File: src/rtl/ex_issue_scheduler_if.sv
// Decode-to-execute handshake plus execute/writeback outputs of the issue scheduler.
// The slave modport is the scheduler side; master is the decode/observer side.
interface ex_issue_scheduler_if #(
    parameter int CNT_W = 16
);
    logic             in_valid;
    logic             in_ready;
    logic [4:0]       in_rs1;
    logic [4:0]       in_rs2;
    logic [4:0]       in_rd;
    logic [3:0]       in_alu_ctrl;
    logic [15:0]      in_imm;
    logic             in_reg_write;
    logic             ex_valid;
    logic [4:0]       ex_rs1;
    logic [4:0]       ex_rs2;
    logic [4:0]       ex_rd;
    logic [3:0]       ex_alu_ctrl;
    logic [15:0]      ex_imm;
    logic             ex_reg_write;
    logic             wb_valid;
    logic [4:0]       wb_rd;
    logic [CNT_W-1:0] stall_count;

    modport master (
        output in_valid, in_rs1, in_rs2, in_rd, in_alu_ctrl, in_imm, in_reg_write,
        input  in_ready, ex_valid, ex_rs1, ex_rs2, ex_rd, ex_alu_ctrl, ex_imm,
        input  ex_reg_write, wb_valid, wb_rd, stall_count
    );

    modport slave (
        input  in_valid, in_rs1, in_rs2, in_rd, in_alu_ctrl, in_imm, in_reg_write,
        output in_ready, ex_valid, ex_rs1, ex_rs2, ex_rd, ex_alu_ctrl, ex_imm,
        output ex_reg_write, wb_valid, wb_rd, stall_count
    );
endinterface

File: src/rtl/ex_issue_scheduler.sv
// Issue controller: busy-scoreboard hazard stalls, jump hold-off, registered
// execute-stage outputs and a LAT-deep retire pipe producing the writeback pulse.
module ex_issue_scheduler #(
    parameter int LAT   = 3,
    parameter int CNT_W = 16
) (
    input  logic                  clk,
    input  logic                  rst_n,
    ex_issue_scheduler_if.slave   bus
);
    localparam logic [3:0] OP_ADD  = 4'd1;
    localparam logic [3:0] OP_ADDI = 4'd2;
    localparam logic [3:0] OP_JUMP = 4'd3;
    localparam int         JCNT_W  = 4;

    typedef enum logic {S_IDLE, S_JWAIT} state_t;

    state_t             r_state;
    state_t             w_state_nxt;
    logic [JCNT_W-1:0]  r_jcnt;
    logic [JCNT_W-1:0]  w_jcnt_nxt;
    logic [31:0]        r_busy;
    logic [31:0]        w_busy_set;
    logic [31:0]        w_busy_clr;
    logic [LAT-1:0]     r_ret_vld_p;
    logic [LAT-1:0]     r_ret_wr_p;
    logic [4:0]         r_ret_rd_p [LAT];
    logic               r_ex_vld_p1;
    logic [4:0]         r_ex_rs1_p1;
    logic [4:0]         r_ex_rs2_p1;
    logic [4:0]         r_ex_rd_p1;
    logic [3:0]         r_ex_ctrl_p1;
    logic [15:0]        r_ex_imm_p1;
    logic               r_ex_wr_p1;
    logic [CNT_W-1:0]   r_stall;
    logic               w_legal;
    logic               w_rs1_use;
    logic               w_rs2_use;
    logic               w_hazard;
    logic               w_ready;
    logic               w_accept;
    logic               w_issue;

    // Hazards look only at the registered scoreboard; bit 0 is never set.
    always_comb begin
        w_legal   = (bus.in_alu_ctrl == OP_ADD) || (bus.in_alu_ctrl == OP_ADDI) ||
                    (bus.in_alu_ctrl == OP_JUMP);
        w_rs1_use = (bus.in_alu_ctrl == OP_ADD) || (bus.in_alu_ctrl == OP_ADDI);
        w_rs2_use = (bus.in_alu_ctrl == OP_ADD);
        w_hazard  = (w_rs1_use && r_busy[bus.in_rs1]) ||
                    (w_rs2_use && r_busy[bus.in_rs2]) ||
                    (bus.in_reg_write && r_busy[bus.in_rd]);
        w_ready   = (r_state == S_IDLE) && !w_hazard;
        w_accept  = bus.in_valid && w_ready;
        w_issue   = w_accept && w_legal;
    end

    always_comb begin
        w_state_nxt = r_state;
        w_jcnt_nxt  = r_jcnt;
        case (r_state)
            S_IDLE: begin
                if (w_issue && (bus.in_alu_ctrl == OP_JUMP)) begin
                    w_state_nxt = S_JWAIT;
                    w_jcnt_nxt  = JCNT_W'(LAT - 1);
                end
            end
            S_JWAIT: begin
                if (r_jcnt == '0) begin
                    w_state_nxt = S_IDLE;
                end else begin
                    w_jcnt_nxt = r_jcnt - JCNT_W'(1);
                end
            end
            default: w_state_nxt = S_IDLE;
        endcase
    end

    always_ff @(posedge clk) begin
        if (!rst_n) begin
            r_state <= S_IDLE;
            r_jcnt  <= '0;
        end else begin
            r_state <= w_state_nxt;
            r_jcnt  <= w_jcnt_nxt;
        end
    end

    // A set and a clear of the same register never coincide thanks to the WAW stall.
    always_comb begin
        w_busy_set = '0;
        w_busy_clr = '0;
        if (w_issue && bus.in_reg_write && (bus.in_rd != 5'd0)) begin
            w_busy_set[bus.in_rd] = 1'b1;
        end
        if (r_ret_vld_p[LAT-1] && r_ret_wr_p[LAT-1]) begin
            w_busy_clr[r_ret_rd_p[LAT-1]] = 1'b1;
        end
    end

    always_ff @(posedge clk) begin
        if (!rst_n) begin
            r_busy      <= '0;
            r_ret_vld_p <= '0;
            r_ret_wr_p  <= '0;
            for (int i = 0; i < LAT; i++) begin
                r_ret_rd_p[i] <= '0;
            end
        end else begin
            r_busy         <= (r_busy & ~w_busy_clr) | w_busy_set;
            r_ret_vld_p[0] <= w_issue;
            r_ret_wr_p[0]  <= w_issue && bus.in_reg_write;
            r_ret_rd_p[0]  <= w_issue ? bus.in_rd : 5'd0;
            for (int i = 1; i < LAT; i++) begin
                r_ret_vld_p[i] <= r_ret_vld_p[i-1];
                r_ret_wr_p[i]  <= r_ret_wr_p[i-1];
                r_ret_rd_p[i]  <= r_ret_rd_p[i-1];
            end
        end
    end

    // Execute-stage register; illegal ops are accepted but never loaded here.
    always_ff @(posedge clk) begin
        if (!rst_n) begin
            r_ex_vld_p1  <= 1'b0;
            r_ex_rs1_p1  <= '0;
            r_ex_rs2_p1  <= '0;
            r_ex_rd_p1   <= '0;
            r_ex_ctrl_p1 <= '0;
            r_ex_imm_p1  <= '0;
            r_ex_wr_p1   <= 1'b0;
            r_stall      <= '0;
        end else begin
            r_ex_vld_p1 <= w_issue;
            if (w_issue) begin
                r_ex_rs1_p1  <= bus.in_rs1;
                r_ex_rs2_p1  <= bus.in_rs2;
                r_ex_rd_p1   <= bus.in_rd;
                r_ex_ctrl_p1 <= bus.in_alu_ctrl;
                r_ex_imm_p1  <= bus.in_imm;
                r_ex_wr_p1   <= bus.in_reg_write;
            end
            if (bus.in_valid && !w_ready && (r_stall != {CNT_W{1'b1}})) begin
                r_stall <= r_stall + CNT_W'(1);
            end
        end
    end

    assign bus.in_ready     = w_ready;
    assign bus.ex_valid     = r_ex_vld_p1;
    assign bus.ex_rs1       = r_ex_rs1_p1;
    assign bus.ex_rs2       = r_ex_rs2_p1;
    assign bus.ex_rd        = r_ex_rd_p1;
    assign bus.ex_alu_ctrl  = r_ex_ctrl_p1;
    assign bus.ex_imm       = r_ex_imm_p1;
    assign bus.ex_reg_write = r_ex_wr_p1;
    assign bus.wb_valid     = r_ret_vld_p[LAT-1];
    assign bus.wb_rd        = r_ret_rd_p[LAT-1];
    assign bus.stall_count  = r_stall;
endmodule

File: src/flat_wrapper.sv
// flat-port wrapper written by rule: the top's interface ports become plain ports
module ex_issue_scheduler_flat 
#(
    parameter int LAT   = 3,
    parameter int CNT_W = 16
)
  (clk, rst_n, bus_in_valid, bus_in_rs1, bus_in_rs2, bus_in_rd, bus_in_alu_ctrl, bus_in_imm, bus_in_reg_write, bus_in_ready, bus_ex_valid, bus_ex_rs1, bus_ex_rs2, bus_ex_rd, bus_ex_alu_ctrl, bus_ex_imm, bus_ex_reg_write, bus_wb_valid, bus_wb_rd, bus_stall_count);
  ex_issue_scheduler_if #(.CNT_W(CNT_W)) bus_i ();
  input  logic clk;
  input  logic rst_n;
  input wire logic [$bits(bus_i.in_valid)-1:0] bus_in_valid;
  input wire logic [$bits(bus_i.in_rs1)-1:0] bus_in_rs1;
  input wire logic [$bits(bus_i.in_rs2)-1:0] bus_in_rs2;
  input wire logic [$bits(bus_i.in_rd)-1:0] bus_in_rd;
  input wire logic [$bits(bus_i.in_alu_ctrl)-1:0] bus_in_alu_ctrl;
  input wire logic [$bits(bus_i.in_imm)-1:0] bus_in_imm;
  input wire logic [$bits(bus_i.in_reg_write)-1:0] bus_in_reg_write;
  output wire logic [$bits(bus_i.in_ready)-1:0] bus_in_ready;
  output wire logic [$bits(bus_i.ex_valid)-1:0] bus_ex_valid;
  output wire logic [$bits(bus_i.ex_rs1)-1:0] bus_ex_rs1;
  output wire logic [$bits(bus_i.ex_rs2)-1:0] bus_ex_rs2;
  output wire logic [$bits(bus_i.ex_rd)-1:0] bus_ex_rd;
  output wire logic [$bits(bus_i.ex_alu_ctrl)-1:0] bus_ex_alu_ctrl;
  output wire logic [$bits(bus_i.ex_imm)-1:0] bus_ex_imm;
  output wire logic [$bits(bus_i.ex_reg_write)-1:0] bus_ex_reg_write;
  output wire logic [$bits(bus_i.wb_valid)-1:0] bus_wb_valid;
  output wire logic [$bits(bus_i.wb_rd)-1:0] bus_wb_rd;
  output wire logic [$bits(bus_i.stall_count)-1:0] bus_stall_count;
  assign bus_i.in_valid = bus_in_valid;
  assign bus_i.in_rs1 = bus_in_rs1;
  assign bus_i.in_rs2 = bus_in_rs2;
  assign bus_i.in_rd = bus_in_rd;
  assign bus_i.in_alu_ctrl = bus_in_alu_ctrl;
  assign bus_i.in_imm = bus_in_imm;
  assign bus_i.in_reg_write = bus_in_reg_write;
  assign bus_in_ready = bus_i.in_ready;
  assign bus_ex_valid = bus_i.ex_valid;
  assign bus_ex_rs1 = bus_i.ex_rs1;
  assign bus_ex_rs2 = bus_i.ex_rs2;
  assign bus_ex_rd = bus_i.ex_rd;
  assign bus_ex_alu_ctrl = bus_i.ex_alu_ctrl;
  assign bus_ex_imm = bus_i.ex_imm;
  assign bus_ex_reg_write = bus_i.ex_reg_write;
  assign bus_wb_valid = bus_i.wb_valid;
  assign bus_wb_rd = bus_i.wb_rd;
  assign bus_stall_count = bus_i.stall_count;
  ex_issue_scheduler #(.LAT(LAT), .CNT_W(CNT_W)) u_core (.clk(clk), .rst_n(rst_n), .bus(bus_i));
endmodule
File: config.mk
export PLATFORM = sky130hd
export DESIGN_NAME = ex_issue_scheduler_flat
export DESIGN_NICKNAME = d
export VERILOG_FILES = /design/src/rtl/ex_issue_scheduler_if.sv /design/src/rtl/ex_issue_scheduler.sv /design/src/flat_wrapper.sv
export SDC_FILE = /design/constraint.sdc
export NUM_CORES = 1
export LEC_CHECK = 0
export ABC_AREA = 1
export CAP_MARGIN = 10
export CORE_UTILIZATION = 40
export DETAILED_ROUTE_END_ITERATION = 7
export PLACE_DENSITY = 0.7
export SYNTH_ARGS = -nofsm -noshare
export SYNTH_HDL_FRONTEND = slang
export SYNTH_SLANG_ARGS = --single-unit
File: constraint.sdc
create_clock -name clk -period 4.1 [get_ports clk]
set_clock_uncertainty 0.1 [all_clocks]
set_input_delay 1.23 -clock clk [delete_from_list [all_inputs] [get_ports clk]]
set_output_delay 1.23 -clock clk [all_outputs]
set_load 0.03 [all_outputs]
Word-level counts from Yosys, hierarchy flattened

Memories as Yosys holds them, arrays and structs flattened.
Cells that the tools add are included.
W data, S select, Z words.

Add/subtract/negate cells: 2
$lt $le $gt $ge: 6
Equal/unequal tests: 6
Multiplexer cells: 24
Bitwise gates (word level): 7
Reduce and logical (&&, ||, !) cells: 23

Operators with widths:

| cell                    | count |
|---|---|
| $mux W32                | 2 |
| $and A32 B32 Y32        | 1 |
| $not A32 Y32            | 1 |
| $or A32 B32 Y32         | 1 |
| $lt A5 B6 Y1 const B    | 4 |
| $mux W5                 | 4 |
| $add A16 B1 Y16 const B | 1 |
| $ne A16 B16 Y1 const B  | 1 |
| $bmux W1 S5             | 3 |
| $logic_and A1 B1 Y1     | 14 |
| $demux W1 S5            | 2 |
| $ge A5 B1 Y1 const B    | 2 |
| $mux W1                 | 9 |
| $eq A4 B2 Y1 const B    | 2 |
| $mux W4                 | 2 |
| $pmux W4 S2             | 1 |
| $reduce_bool A5 Y1      | 1 |
| $eq A4 B1 Y1 const B    | 1 |
| $logic_not A4 Y1        | 1 |
| $logic_or A1 B1 Y1      | 4 |
| $ne A2 B2 Y1 const B    | 2 |
| $sub A4 B1 Y4 const B   | 1 |
| $or A1 B1 Y1            | 3 |
| $logic_not A1 Y1        | 2 |
| other kinds (3)         | 3 |

Bits in registers: 96
Bits in writable memories: 15
Logic and storage cells: 82
Memories: 1

Memories:

| name              | words | width | read ports | clocked after Yosys merged registers in | wr ports | line                     | RTL |
|---|---|---|---|---|---|---|---|
| u_core.r_ret_rd_p | 3     | 5     | 3          | 0                                       | 3        | ex_issue_scheduler.sv:27 | `logic [4:0] r_ret_rd_p [LAT];` |

Depth between registers and ports, before layout

Gate-level depths: netlist of the first run.

Word-level depth: 13
Mapped depth: 18
Mapped depth without buffers: 17

Worst setup path before layout of the first run

No wires, ideal clock.

Kind: input to output
Start: in bus_in_rs2[0]
End: out bus_in_ready
Arrival: 2626 ps
Path slack: 144 ps
Stages on the path: 15
Path buffers: 3
Cells stage by stage: buf_4 inv_2 buf_4 nand2_1 nand3_1 nand3_1 nand2_1 nand2_1 nand3_1 nand2_1 nor2_1 nor2_1 nand2_2 buf_2 inv_1

Cells in the longest elaborated chain, start to end: 7

Ends and longest elaborated chain:

| what                          | line                     | RTL |
|---|---|---|
| start, declared               | flat_wrapper.sv:13       | `input wire logic [$bits(bus_i.in_rs2)-1:0] bus_in_rs2;` |
| $bmux W1 S5                   | ex_issue_scheduler.sv:51 | `(w_rs2_use && r_busy[bus.in_rs2]) \|\|` |
| $mux W1 (not written as such) | ex_issue_scheduler.sv:51 |  |
| $logic_and A1 B1 Y1           | ex_issue_scheduler.sv:51 |  |
| $logic_or A1 B1 Y1            | ex_issue_scheduler.sv:50 | `w_hazard = (w_rs1_use && r_busy[bus.in_rs1]) \|\|` |
| $logic_or A1 B1 Y1            | ex_issue_scheduler.sv:51 |  |
| $logic_not A1 Y1              | ex_issue_scheduler.sv:53 | `w_ready = (r_state == S_IDLE) && !w_hazard;` |
| $logic_and A1 B1 Y1           | ex_issue_scheduler.sv:53 |  |
| end, declared                 | flat_wrapper.sv:18       | `output wire logic [$bits(bus_i.in_ready)-1:0] bus_in_ready;` |

Every way passes these cells. The select of a mux whose other input is x is not followed.

Worst setup path after layout of the first run

Start: in bus_in_rd[3]
End: out bus_in_ready

Cells in the longest elaborated chain, start to end: 6

Ends and longest elaborated chain:

| what                          | line                     | RTL |
|---|---|---|
| start, declared               | flat_wrapper.sv:14       | `input wire logic [$bits(bus_i.in_rd)-1:0] bus_in_rd;` |
| $bmux W1 S5                   | ex_issue_scheduler.sv:52 | `(bus.in_reg_write && r_busy[bus.in_rd]);` |
| $mux W1 (not written as such) | ex_issue_scheduler.sv:52 |  |
| $logic_and A1 B1 Y1           | ex_issue_scheduler.sv:52 |  |
| $logic_or A1 B1 Y1            | ex_issue_scheduler.sv:51 |  |
| $logic_not A1 Y1              | ex_issue_scheduler.sv:53 |  |
| $logic_and A1 B1 Y1           | ex_issue_scheduler.sv:53 |  |

Every way passes these cells. The select of a mux whose other input is x is not followed.

==> results of run 1 <==
-- sequential cells by signal (all words and copies together) (netlist names) --
| name | count |
|---|---|
| u_core.bus.ex_alu_ctrl | 4 |
| u_core.bus.ex_imm | 16 |
| u_core.bus.ex_rd | 5 |
| u_core.bus.ex_reg_write | 1 |
| u_core.bus.ex_rs1 | 5 |
| u_core.bus.ex_rs2 | 5 |
| u_core.bus.stall_count | 16 |
| u_core.r_busy | 32 |
| u_core.r_jcnt | 4 |
| u_core.r_ret_rd_p | 15 |
| u_core.r_ret_vld_p | 3 |
| u_core.r_ret_wr_p | 3 |
| u_core.r_state | 1 |
-- cells in the final DEF, fill, tap and decap left out, types with 3 or more instances in the layout --
cell type and instances:
buf_6 10, inv_4 5, nand4_1 16, nor3_4 5
nand2_1 262, dlygate4sd2_1 4, nor2_4 3, nand3_2 4
buf_2 4, clkdlybuf4s50_1 87, nand3_1 115, nor2_1 58
inv_1 55, clkbuf_16 9, o21ai_1 3, nor3_2 4
o21ai_0 46, xnor2_1 7, nor3_1 4, xor2_1 8
buf_4 43, inv_2 5, dfxtp_1 110, a21oi_1 80
-- cell families (layout without fill, tap and decap cells) --
logic type	count (synthesis)	after routing	synth area share [%]
DFF	110	110	39.38
AOI/OAI and AO/OA	131	131	11.84
buffers and inverters	114	239	9.533
and+or+nand+nor	477	477	36.45
xor gates and xnor gates	15	15	2.350
adders and majority gates	2	2	0.4475
-- stage by stage --
stage | total power [mW] | utilization [%] | area, sq um | cells | worst slack [ps]
finish | 2.314 | 55.30 | 7440 | 1150 | 69.83
global route | 2.401 | 55.30 | 7440 | 1150 | -0.5795
CTS | 2.321 | 54.87 | 7382 | 1145 | 0.8187
detailed placement | 1.369 | 50.97 | 6857 | 1119 | -270.6
global placement | 1.368 | 50.97 | 6857 | 1119 | -223.6
floorplan | 1.252 | - | 5592 | 849 | 143.5
-- timing repair --
action | CTS | global route
gates cloned | 2 | 2
pin swaps | 7 | 2
hold buffers | 0 | 0
setup endpoints to repair | 1 | 1
gates resized for setup | 47 | 19
setup buffers | 8 | 3
-- cell type report --
type	count	area [sq um]
fillers	1343	6013
multi-input cells	625	2968
flip-flops and latches	110	2202
repair buffers	156	1454
inverters	67	269.0
clock buffers	9	225.2
well taps	176	220.2
clock inverters	7	101.3
-- final timing paths --
kind	from	end	slack (ps)
setup / recovery	bus_in_rd[3]	bus_in_ready	70
setup reg to reg	u_core.r_busy[26]	u_core.r_jcnt[0]	1620
hold / removal	u_core.r_ret_rd_p[0][7]	u_core.r_ret_rd_p[0][12]	310
hold reg to reg	u_core.r_ret_rd_p[0][7]	u_core.r_ret_rd_p[0][12]	310
-- metal layers --
metal	GRT usage (%)	share of wire [%]	routed length (um)	vias to the layer above
met5	0	0	0	-
met4	9.259	2.2	381	0
met3	5.000	8.1	1378	29
met2	36.46	45	7567	231
met1	32.78	45	7609	2618
li1	-	-	-	3009
-- critical path, cell delays in order --
cell	delay [ps]
dlygate4sd2_1	290
buf_6	160
nor3_2	220
nand2_1	90
nand2_1	70
nor2_1	40
nand2_1	90
nand2_1	60
nand2_1	110
nor2_4	60
nand2_4	80
inv_1	50
buf_6	130
-- power breakdown --
group          total [mW]  switching (mW)  leakage [nW]  internal [mW]
clock               0.945           0.450         0.156          0.496
combinational       0.278           0.164          1.98          0.114
sequential           1.09         0.00837         0.888           1.08
==> results.yml, run 1 <==
run_status:
  status: "finished, final reports clean"
clocking:
  cts-root-buf: "clkbuf_16"
  cts.clk_slew.worst_paths_ps: 80
  cts_made_buffers: 9
  cts_tree: "yes"
  clock_path_buffers: 2
  cts.sink_count: 110
  clk-insertion-delay-late_ps: 360
  cts.htree.levels: 3
setup_path:
  worst_ep_arrival_time_ps: 2700
  crit_path_end_kind: "output port"
  crit_type: "in2out"
  cp_data_required_time_ps: 2770
  path_max_fanout: 4
  rr_worst_depth: 20
  startpoint_type: "input pin"
placement:
  gp_congestion: 0.9727
  hpwlAfterDp_um: 11390
  portBuffers: 98
synth:
  synthesis.area_sq_um: 5592
  synth_seq_cells: 110
  syn-mean-instance-area_sq_um: 6.586
  ys_top_cells_by_area: "dfxtp_1 39%, nand2_1 18%, nand3_1 10%"
  synth_ff_type: "dfxtp_1"
  synth_commonest_cells: "264 x nand2_1, 117 x nand3_1, 110 x dfxtp_1, 80 x a21oi_1"
  ys_warn_count: 0
  synth_area_leader_cell: "dfxtp_1"
  synth_edf_count: 0
  synth_cells: 849
  syn_nets: 890
  synth_most_common_cell: "nand2_1"
  synth_top_area_share_pct: 39.38
  ys_types: 27
  synth-seq-area-share_pct: 39.38
  synthArstFlopShare_pct: 0
die:
  die_area_sq_um: 14460
  rows: 42
  dieWidth_um: 120.2
  core-area_sq_um: 13450
  initial_core_util_pct: 41.56
  ioPinCount: 99
  die_h_um: 120.2
global_route:
  grt_pass1_wl_um: 27270
  grt.total_usage_pct: 23.83
  overflow: 0
  grt_pass1_vias: 5297
  antenna_found_initial: 0
  grt_max_degree: 69
worst_hold_path:
  worstHoldPathCells: 2
  hp-class: "reg2reg"
drt:
  wl_per_cell_um: 14.73
  drt_iter0_markers: 607
  num_vias: 5887
  dr.pass1.iters: 5
  avgViaCountPerCell: 5.119
  drc: 0
  ant_nets: 0
  drt-total-wl_um: 16940
layout:
  n_antenna_cell: 0
  area_delta_synth_final_pct: 33.05
  nNetsFinal: 1010
  drive_gt1_share_pct: 11.29
sta:
  worst_slew_pin_slew_ps: 875.3
  hold_viol: 0
  setup_viol: 0
  fin_crit_ps: 4030
  fin_crit_sh_pct: 98.30
  setup_tns_ps: 0
  maxSlewHeadroom_pct: 41.15
  holdWs_ps: 313.4
  slew_violations: 0
  clock.fmax_ghz: 0.2481
power_and_ir_drop:
  power_density_nw_per_um2: 311.0
  p_leak_nw: 3.023
  peakVddDrop_v: 0.0003070
job:
  maxCapViolCount: 0
No activity file was read; power rests on OpenSTA's default activity.
==> run 2, diff against run 1 <==
--- a/config.mk
+++ b/config.mk
@@ -10,6 +10,7 @@
 export CORE_UTILIZATION = 40
 export DETAILED_ROUTE_END_ITERATION = 7
 export PLACE_DENSITY = 0.7
+export RECOVER_POWER = 50
 export SYNTH_ARGS = -nofsm -noshare
 export SYNTH_HDL_FRONTEND = slang
 export SYNTH_SLANG_ARGS = --single-unit
==> run 2 against run 1 <==
Setup slack better by 0.62 ps. Die area stayed put. Sequential power is essentially flat. Critical endpoint unchanged. Critical path depth stayed put. Count of clock-buffer cells in the layout stayed put. Non-clock buffer count stayed put. Hold slack worse by 1.5 ps. Power decreased by 0.26%.
==> results.yml, run 2 (synthesized netlist as in run 1, its figures left out) <==
layout:
  drive_gt1_share_pct: 11.09
  regArea_sq_um: 2202
  fillers: 1345
  area_delta_synth_final_pct: 32.94
  largest_reg_flops: 32
  multi_input_area_sq_um: 2968
  n_antenna_cell: 0
  final_common_cell: "nand2_1"
  final_cell_mix: "262 x nand2_1, 115 x nand3_1, 110 x dfxtp_1"
  regMostFlops: "u_core.r_busy"
  nNetsFinal: 1010
clocking:
  cts-root-buf: "clkbuf_16"
  clock_path_buffers: 2
  holdBufCountCts: 0
  clk-insertion-delay-late_ps: 360
  cts.sink_count: 110
  cts_tree: "yes"
  cts_made_buffers: 9
  cts.clk_slew.worst_paths_ps: 80
  cts.htree.levels: 3
global_route:
  grt_pass1_vias: 5297
  grt.total_usage_pct: 23.83
  grt_pass1_wl_um: 27270
  overflow: 0
  grt_max_degree: 69
  antenna_found_initial: 0
setup_path:
  crit_type: "in2out"
  cp_data_required_time_ps: 2770
  startpoint_type: "input pin"
  r2r_end: "u_core.r_jcnt[0]"
  crit_path_end_kind: "output port"
  path_max_fanout: 4
  r2r_setup_slack_ps: 1650
  r2r_start: "u_core.r_busy[26]"
  worst_ep_arrival_time_ps: 2700
  rr_worst_depth: 20
sta:
  worst_slack_ps: 70.44
  holdWs_ps: 311.9
  setup_viol: 0
  clock.fmax_ghz: 0.2482
  hold_viol: 0
  slew_violations: 0
  fin_crit_ps: 4030
  maxSlewHeadroom_pct: 3.540
  worst_slew_pin_slew_ps: 1447
  fin_crit_sh_pct: 98.28
die:
  rows: 42
  die_area_sq_um: 14460
  initial_core_util_pct: 41.56
  core-area_sq_um: 13450
  die_h_um: 120.2
  ioPinCount: 99
  dieWidth_um: 120.2
worst_hold_path:
  hold-path-endpoint: "u_core.r_ret_rd_p[0][12]"
  worstHoldPathCells: 2
  hp-start: "u_core.r_ret_rd_p[0][7]"
  hp-class: "reg2reg"
job:
  maxCapViolCount: 0
drt:
  avgViaCountPerCell: 5.123
  ant_nets: 0
  drt_iter0_markers: 641
  wl_per_cell_um: 14.75
  drc: 0
  dr.pass1.iters: 6
  num_vias: 5892
  drt-total-wl_um: 16960
placement:
  hpwlAfterDp_um: 11390
  gp_congestion: 0.9727
  dp_worst_setup_slack_ps: -270.6
  portBuffers: 98
run_status:
  status: "finished, final reports clean"
power_and_ir_drop:
  peakVddDrop_v: 0.0003067
  power_density_nw_per_um2: 310.5
  p_leak_nw: 3.217
-- run 2: changes by cell type in the layout (fill, tap and decap cells not counted) --
cell / change
clkinv_1: +1
clkbuf_2: +1
inv_2: -1
dlygate4sd3_1: +60
clkdlybuf4s50_1: -60
clkbuf_1: +1
buf_4: -2
-- run 2: layout make-up --
class | count | area share [%]
flip-flops and latches | 110 | 29.62
clock inverters | 7 | 1.363
inverters | 67 | 3.619
clock buffers | 9 | 3.030
well taps | 176 | 2.962
repair buffers | 156 | 19.47
multi-input cells | 625 | 39.93
-- run 2: worst max-delay path, stage by stage --
cell and delay (ps):
dlygate4sd2_1 290, buf_6 160, nor3_2 230, nand2_1 90
nand2_1 70, nor2_1 40, nand2_1 90, nand2_1 60
nand2_1 110, nor2_4 60, nand2_4 80, inv_1 50
buf_6 130
-- run 2: how the worst max path moves through the flow --
stage               cells past startpoint           end           from
floorplan                              15  bus_in_ready  bus_in_rs2[0]
global placement                       16  bus_in_ready   bus_in_rd[0]
detailed placement                     16  bus_in_ready   bus_in_rd[0]
CTS                                    12  bus_in_ready  bus_in_rs2[2]
global route                           15  bus_in_ready  bus_in_rs2[0]
finish                                 13  bus_in_ready   bus_in_rd[3]
-- run 2: where the power goes --
| group | switching (mW) | internal, mW |
|---|---|---|
| Clock | 0.449 | 0.496 |
| Combinational | 0.165 | 0.108 |
| Sequential | 0.00779 | 1.08 |
| Total | 0.622 | 1.69 |
-- run 2: metal layers --
metal	up-vias	GRT usage, %	part of all wire (%)
met1	2644	32.78	45
met3	34	5.000	7.5
met4	0	9.259	2.5
met5	-	0	0
li1	3009	-	-
met2	205	36.46	45
-- run 2: repair_timing --
item / in CTS / in global routing
gates resized for setup: 47 / 19
endpoints found under the setup margin: 1 / 1
hold endpoints to repair: 0 / 0
gates cloned: 2 / 2
pin swaps: 7 / 2
buffers inserted: 8 / 3
-- run 2: metrics by stage --
stage / instance area, sq um / util [%] / cells / setup TNS [ps] / power [mW]
finish: 7433 / 55.25 / 1150 / 0 / 2.308
global route: 7433 / 55.25 / 1150 / -0.5795 / 2.395
CTS: 7382 / 54.87 / 1145 / 0 / 2.321
floorplan: 5592 / - / 849 / 0 / 1.252
detailed placement: 6857 / 50.97 / 1119 / -270.6 / 1.369
global placement: 6857 / 50.97 / 1119 / -223.6 / 1.368
